### config.mk
export PLATFORM = sky130hd
export DESIGN_NAME = pc_fetch_sequencer
export DESIGN_NICKNAME = d
export VERILOG_FILES = /design/src/rtl/cpu_pkg.sv /design/src/rtl/pc_fetch_sequencer_next_sel.sv /design/src/rtl/pc_fetch_sequencer.sv
export SDC_FILE = /design/constraint.sdc
export NUM_CORES = 1
export LEC_CHECK = 0
export ABC_AREA = 1
export BUFFER_PORTS_ARGS = -buffer_cell sky130_fd_sc_hd__buf_2
export CAP_MARGIN = 20
export CORE_AREA = 4 4 136 138
export DETAILED_ROUTE_END_ITERATION = 6
export DIE_AREA = 0 0 140 142
export HOLD_SLACK_MARGIN = 0.03
export PLACE_DENSITY = 0.74
export SLEW_MARGIN = 25
export SYNTH_ARGS = -nofsm -noshare
export SYNTH_HDL_FRONTEND = slang
export SYNTH_SLANG_ARGS = --single-unit
export TNS_END_PERCENT = 30
### constraint.sdc
create_clock -name clk_i -period 1.5 [get_ports clk_i]
set_input_delay 0.15 -clock clk_i [delete_from_list [all_inputs] [get_ports clk_i]]
set_output_delay 0.15 -clock clk_i [all_outputs]
set_load 0.005 [all_outputs]
### src/rtl/cpu_pkg.sv
// cpu_pkg: shared front-end types and default parameters
package cpu_pkg;
  localparam int DEF_WIDTH = 32;
  localparam logic [31:0] DEF_RESET_VECTOR = 32'h0000_0000;
  localparam int DEF_INSTR_BYTES = 4;
  typedef enum logic [1:0] {BOOT, IDLE, WAIT, HOLD} pcseq_state_t;
endpackage

### src/rtl/pc_fetch_sequencer_next_sel.sv
// pc_next_sel: next-PC priority mux, incoming redirect > pending redirect > sequential
module pc_next_sel
  import cpu_pkg::*;
#(
  parameter int WIDTH       = DEF_WIDTH,
  parameter int INSTR_BYTES = DEF_INSTR_BYTES
) (
  input  logic             redirect_i,
  input  logic [WIDTH-1:0] redirect_pc_i,
  input  logic             pending_i,
  input  logic [WIDTH-1:0] pend_pc_i,
  input  logic [WIDTH-1:0] pc_i,
  output logic [WIDTH-1:0] next_pc_o
);
  always_comb next_pc_o = redirect_i ? redirect_pc_i : pending_i ? pend_pc_i : pc_i + WIDTH'(INSTR_BYTES);
endmodule

### src/rtl/pc_fetch_sequencer.sv
// pc_fetch_sequencer: PC register, single-outstanding fetch handshake and decode buffer
module pc_fetch_sequencer
  import cpu_pkg::*;
#(
  parameter int               WIDTH        = DEF_WIDTH,
  parameter logic [WIDTH-1:0] RESET_VECTOR = WIDTH'(DEF_RESET_VECTOR),
  parameter int               INSTR_BYTES  = DEF_INSTR_BYTES
) (
  input  logic             clk_i,
  input  logic             rst_n_i,
  input  logic             stall_i,
  input  logic             redirect_i,
  input  logic [WIDTH-1:0] redirect_pc_i,
  output logic             imem_req_o,
  output logic [WIDTH-1:0] imem_addr_o,
  input  logic             imem_ack_i,
  input  logic [WIDTH-1:0] imem_rdata_i,
  output logic [WIDTH-1:0] instr_o,
  output logic             instr_valid_o,
  output logic [WIDTH-1:0] instr_pc_o,
  output logic [WIDTH-1:0] instr_pc4_o,
  output logic             flush_o
);
  pcseq_state_t state_q;
  logic [WIDTH-1:0] pc_q, pc_d, pend_pc_q, tgt;
  logic pending_q;
  logic imem_req_q, instr_valid_q, flush_q;
  logic [WIDTH-1:0] imem_addr_q, instr_q, instr_pc_q, instr_pc4_q;
  always_comb tgt = {redirect_pc_i[WIDTH-1:2], 2'b00};
  pc_next_sel #(.WIDTH(WIDTH), .INSTR_BYTES(INSTR_BYTES)) u_next_sel (
    .redirect_i   (redirect_i),
    .redirect_pc_i(tgt),
    .pending_i    (pending_q),
    .pend_pc_i    (pend_pc_q),
    .pc_i         (pc_q),
    .next_pc_o    (pc_d)
  );
  // A redirect during an outstanding fetch is parked until ack so the request never drops
  always_ff @(posedge clk_i) begin
    if (!rst_n_i) begin
      state_q       <= BOOT;
      pc_q          <= RESET_VECTOR;
      pend_pc_q     <= '0;
      pending_q     <= 1'b0;
      imem_req_q    <= 1'b0;
      imem_addr_q   <= RESET_VECTOR;
      instr_q       <= '0;
      instr_valid_q <= 1'b0;
      instr_pc_q    <= '0;
      instr_pc4_q   <= '0;
      flush_q       <= 1'b0;
    end else begin
      flush_q <= 1'b0;
      case (state_q)
        BOOT: state_q <= IDLE;
        IDLE: begin
          if (redirect_i) begin
            pc_q    <= pc_d;
            flush_q <= 1'b1;
          end else begin
            imem_req_q  <= 1'b1;
            imem_addr_q <= pc_q;
            state_q     <= WAIT;
          end
        end
        WAIT: begin
          if (imem_ack_i) begin
            imem_req_q <= 1'b0;
            pc_q       <= pc_d;
            pending_q  <= 1'b0;
            if (redirect_i || pending_q) begin
              flush_q <= redirect_i;
              state_q <= IDLE;
            end else begin
              instr_q       <= imem_rdata_i;
              instr_pc_q    <= pc_q;
              instr_pc4_q   <= pc_d;
              instr_valid_q <= 1'b1;
              state_q       <= HOLD;
            end
          end else if (redirect_i) begin
            pending_q <= 1'b1;
            pend_pc_q <= tgt;
            flush_q   <= 1'b1;
          end
        end
        HOLD: begin
          if (redirect_i) begin
            pc_q          <= pc_d;
            instr_valid_q <= 1'b0;
            flush_q       <= 1'b1;
            state_q       <= IDLE;
          end else if (!stall_i) begin
            instr_valid_q <= 1'b0;
            imem_req_q    <= 1'b1;
            imem_addr_q   <= pc_q;
            state_q       <= WAIT;
          end
        end
        default: state_q <= BOOT;
      endcase
    end
  end
  assign imem_req_o    = imem_req_q;
  assign imem_addr_o   = imem_addr_q;
  assign instr_o       = instr_q;
  assign instr_valid_o = instr_valid_q;
  assign instr_pc_o    = instr_pc_q;
  assign instr_pc4_o   = instr_pc4_q;
  assign flush_o       = flush_q;
endmodule

==> impl_results.md <==
- Crit. path cell count: 12
- Worst Path Max Fanout: 5
- Routability cong.: a little over 0.9
- Tightest Hold Check Type: in -> reg
- Fin. Hold Viols: 0
- Vias: 8511
- Hold slack: 0.0890 ns
- Worst EP required: 1.83 ns
- Violated checks: setup timing
- Worst Path Buf+Inv: 3
- Clock transition at the registers of the reported paths: around 0.070 ns
- Post-synth EDFFs: 0
- Footprint of the multi-input gates: just under 0.004 mm²
- Vias per cell: between 5 and 6
- Sequential-to-total area share from yosys stat: 47.9%
- Number of synthesized register bits: 196
- Power Density: 1020 mW/mm²
- Final setup viols: 26
- Hold Path Depth: 4
- Area grow syn2layout: 39.2%
- CP cell instances: buf_4 -> inv_2 -> nor2_4 -> nand2_4 -> nor2_4 -> nand2_1 -> nand2_1 -> nand3_2 -> nand2_2 -> nand3_1 -> nand2_1 -> inv_1
- Tcrit/Tclk final: 105%
- Crit-path slowest cell: dfxtp_4
- Clock sinks: 196
- Cells after Synth: 1153
- Arrival time worst endpoint: 1.91 ns
- Cell area after synthesis: 0.00819 mm²
- DR pass1 iterations: 5
- Overflow after GRT: 0
- Fmax: 634 MHz
- Most used cell, CP: nand2_1
- Clk buf depth: 2
- RSZ-0062 raised after global routing: true
- CTS H-tree lvls: 4
- Crit start category: flip-flop
- Core ar.: 0.0172 mm²
- Reg2Reg Depth: 12
- Clock Skew: 0.0133 ns
- Share of layout cells above drive strength 1: 28.7%
- Drt total wl: 25000 µm
- Fin worst setup slack: -0.0771 ns
- Max Transition Viols Final: 0
- Final core occ: about 66%
- Min cycle time layout: 1.58 ns
- Number of core rows: 48
- Post-placement cell area: 0.00977 mm²
- Worst Setup SP: pc_q[2]$_SDFFE_PN0P_
- Post-DP HPWL: 16900 µm
- Synth warn: 0
- TritonCTS buffer count: 17
- Critical path's top delay family: simple AND/OR/NAND/NOR gates
- Post-Syn Nets: 1223
- Die H: 142 µm
- Post-synth top flop: dfxtp_1
- Design Power: approximately 12000 µW
- First-pass GRT wire length: 40200 µm
- Leakage power: ~0.0053 µW
- Synth cell types: 27
- Crit. End Element: flip-flop
- Initial antenna violation count: 1
- Initial Util: 47.7%
- Total GRT Usage: roughly a quarter
- Initial DRC Count: 674
- Filler cells: 1485
- Ports: 200
- Crit Reg-Reg Endpoint: pc_q[25]$_SDFFE_PN0P_
- R2R Setup Slk: -0.08 ns
- VDD IR-drop max: 0.809 mV
- Status: finished with violations
- Post-route cell area: 0.0114 mm²
- Worst-Skew Late Latency: 0.44 ns
- Clk root buf: clkbuf_16
- Die width: 140 µm
- Place WS: -0.189 ns
- Routed length per instance: 15.0 µm
- Critical path's largest stage delay: 0.37 ns
- Async S/R FF share, synth: 0%
- Slew margin rel.: 74.1%
- Die ar.: a little under 0.02 mm²
- Timing endpoint of the critical path: pc_q[25]$_SDFFE_PN0P_
- Port bufs: 197
- Pin count of the biggest net entering global routing: 72
- Reg-to-reg startpoint: pc_q[2]$_SDFFE_PN0P_
- WS Path Type: reg -> reg
- Least-Margin Pin Slew: 0.385 ns
- Sequential cell area: about 0.0040 mm²
- Max_cap viols: 0
- Number of global-route vias before repair: 8223
- Number of antenna-violating nets in the routed design: 0
- Avg Cell Area, Syn: 7.10 µm²
- Nets@finish: 1504
- CTS tree: done
- Residual DRC: 0
## layer usage
layer | part of all wire (%) | global-route usage (%) | wire length [µm] | up-vias
li1 | - | - | - | 4321
met1 | 42 | 30.5 | 10500 | 3868
met2 | 49 | 42.6 | 12300 | 267
met3 | 5.4 | 4.30 | 1340 | 55
met4 | 3.3 | 10.7 | 825 | 0
met5 | 0 | 0 | 0 | -
## cells by family (layout without fill, tap and decap cells)
family	count (synthesis)	in the layout	share of synthesized area (%)
compound gates	319	319	19.5
buf+inv	159	451	7.96
other cells	0	1	0
xor+xnor	6	6	0.642
flops	196	196	47.9
fa+ha+maj	1	1	0.153
simple gates	472	472	23.8
## cell type report
class	instances	share of cell area, %
well taps	225	2.47
repair buffers	334	20.2
inverters	87	2.91
flip-flops and latches	196	34.8
multi-input cells	798	34.3
diodes	1	0.0220
clock buffers	18	3.85
clock inverters	12	1.36
## cell usage in the layout (no fill, tap or decap), types with 2 or more instances in the layout
master and count:
nor2_4 15, nand3_2 14, nand3_1 52, buf_6 4
a21oi_2 4, dfxtp_1 176, bufinv_16 3, xor2_1 5
inv_2 7, a21oi_1 124, clkinvlp_4 2, o21ai_2 7
buf_4 63, dlygate4sd3_1 62, buf_12 8, clkinv_2 3
dfxtp_4 7, o21ai_0 157, nand2_1 158, inv_1 78
nor3_1 4, clkbuf_16 17, nor2_1 183, inv_6 4
nor2_2 18, dfxtp_2 13, o21ai_1 26, nand2_4 7
nand2_2 18, buf_2 196
## timing repair
| action | 4_1_cts | 5_1_grt |
|---|---|---|
| endpoints found under the hold margin | 63 | 0 |
| buffers inserted | 2 | 4 |
| pin swaps | 13 | 34 |
| endpoints found under the setup margin | 52 | 99 |
| hold buffers | 62 | 0 |
| resized for setup | 43 | 93 |
## registers in the layout, indices dropped and copies added, names as in the netlist
register / flops
instr_valid_o: 1
flush_o: 1
instr_pc4_o: 32
state_q: 2
pend_pc_q: 30
pc_q: 32
pending_q: 1
imem_req_o: 1
imem_addr_o: 32
instr_o: 32
instr_pc_o: 32
## worst min-delay path, stage by stage
cell and delay [ns]:
buf_2 0.13, nor2_2 0.06, inv_2 0.07, a211oi_1 0.06
## report_power, final
| group | internal, µW | switching [µW] |
|---|---|---|
| logic | 642 | 800 |
| registers | 5420 | 162 |
| clock network | 2660 | 1990 |
## through the flow
step	cells	TNS, ns
2_1_floorplan	1153	0
5_1_grt	1671	-6.06
3_3_place_gp	1572	-2.27
3_5_place_dp	1572	-4.21
4_1_cts	1666	-0.682
6_report	1671	-0.787
## synth_stat cells (all sizes together) (4+ instances only)
cell type,count,area share [%]
nor3,4,0.24
buf,37,2.4
inv,86,3.9
clkbuf,35,1.6
a21oi,128,7.8
o21ai,190,12
xor2,5,0.53
nand3,66,4.2
nor2,216,11
dfxtp,196,48
nand2,183,8.6
## worst min-delay path by stage
stage | to | startpoint
6_report | pending_q$_SDFFE_PN0P_ | imem_ack_i
5_1_grt | pending_q$_SDFFE_PN0P_ | imem_ack_i
4_1_cts | pending_q$_SDFFE_PN0P_ | imem_ack_i
3_5_place_dp | pend_pc_q[5]$_SDFFE_PN0P_ | redirect_pc_i[5]
3_3_place_gp | pend_pc_q[5]$_SDFFE_PN0P_ | redirect_pc_i[5]
2_1_floorplan | pend_pc_q[12]$_SDFFE_PN0P_ | redirect_pc_i[12]
Power figures use the tool's default switching activity.
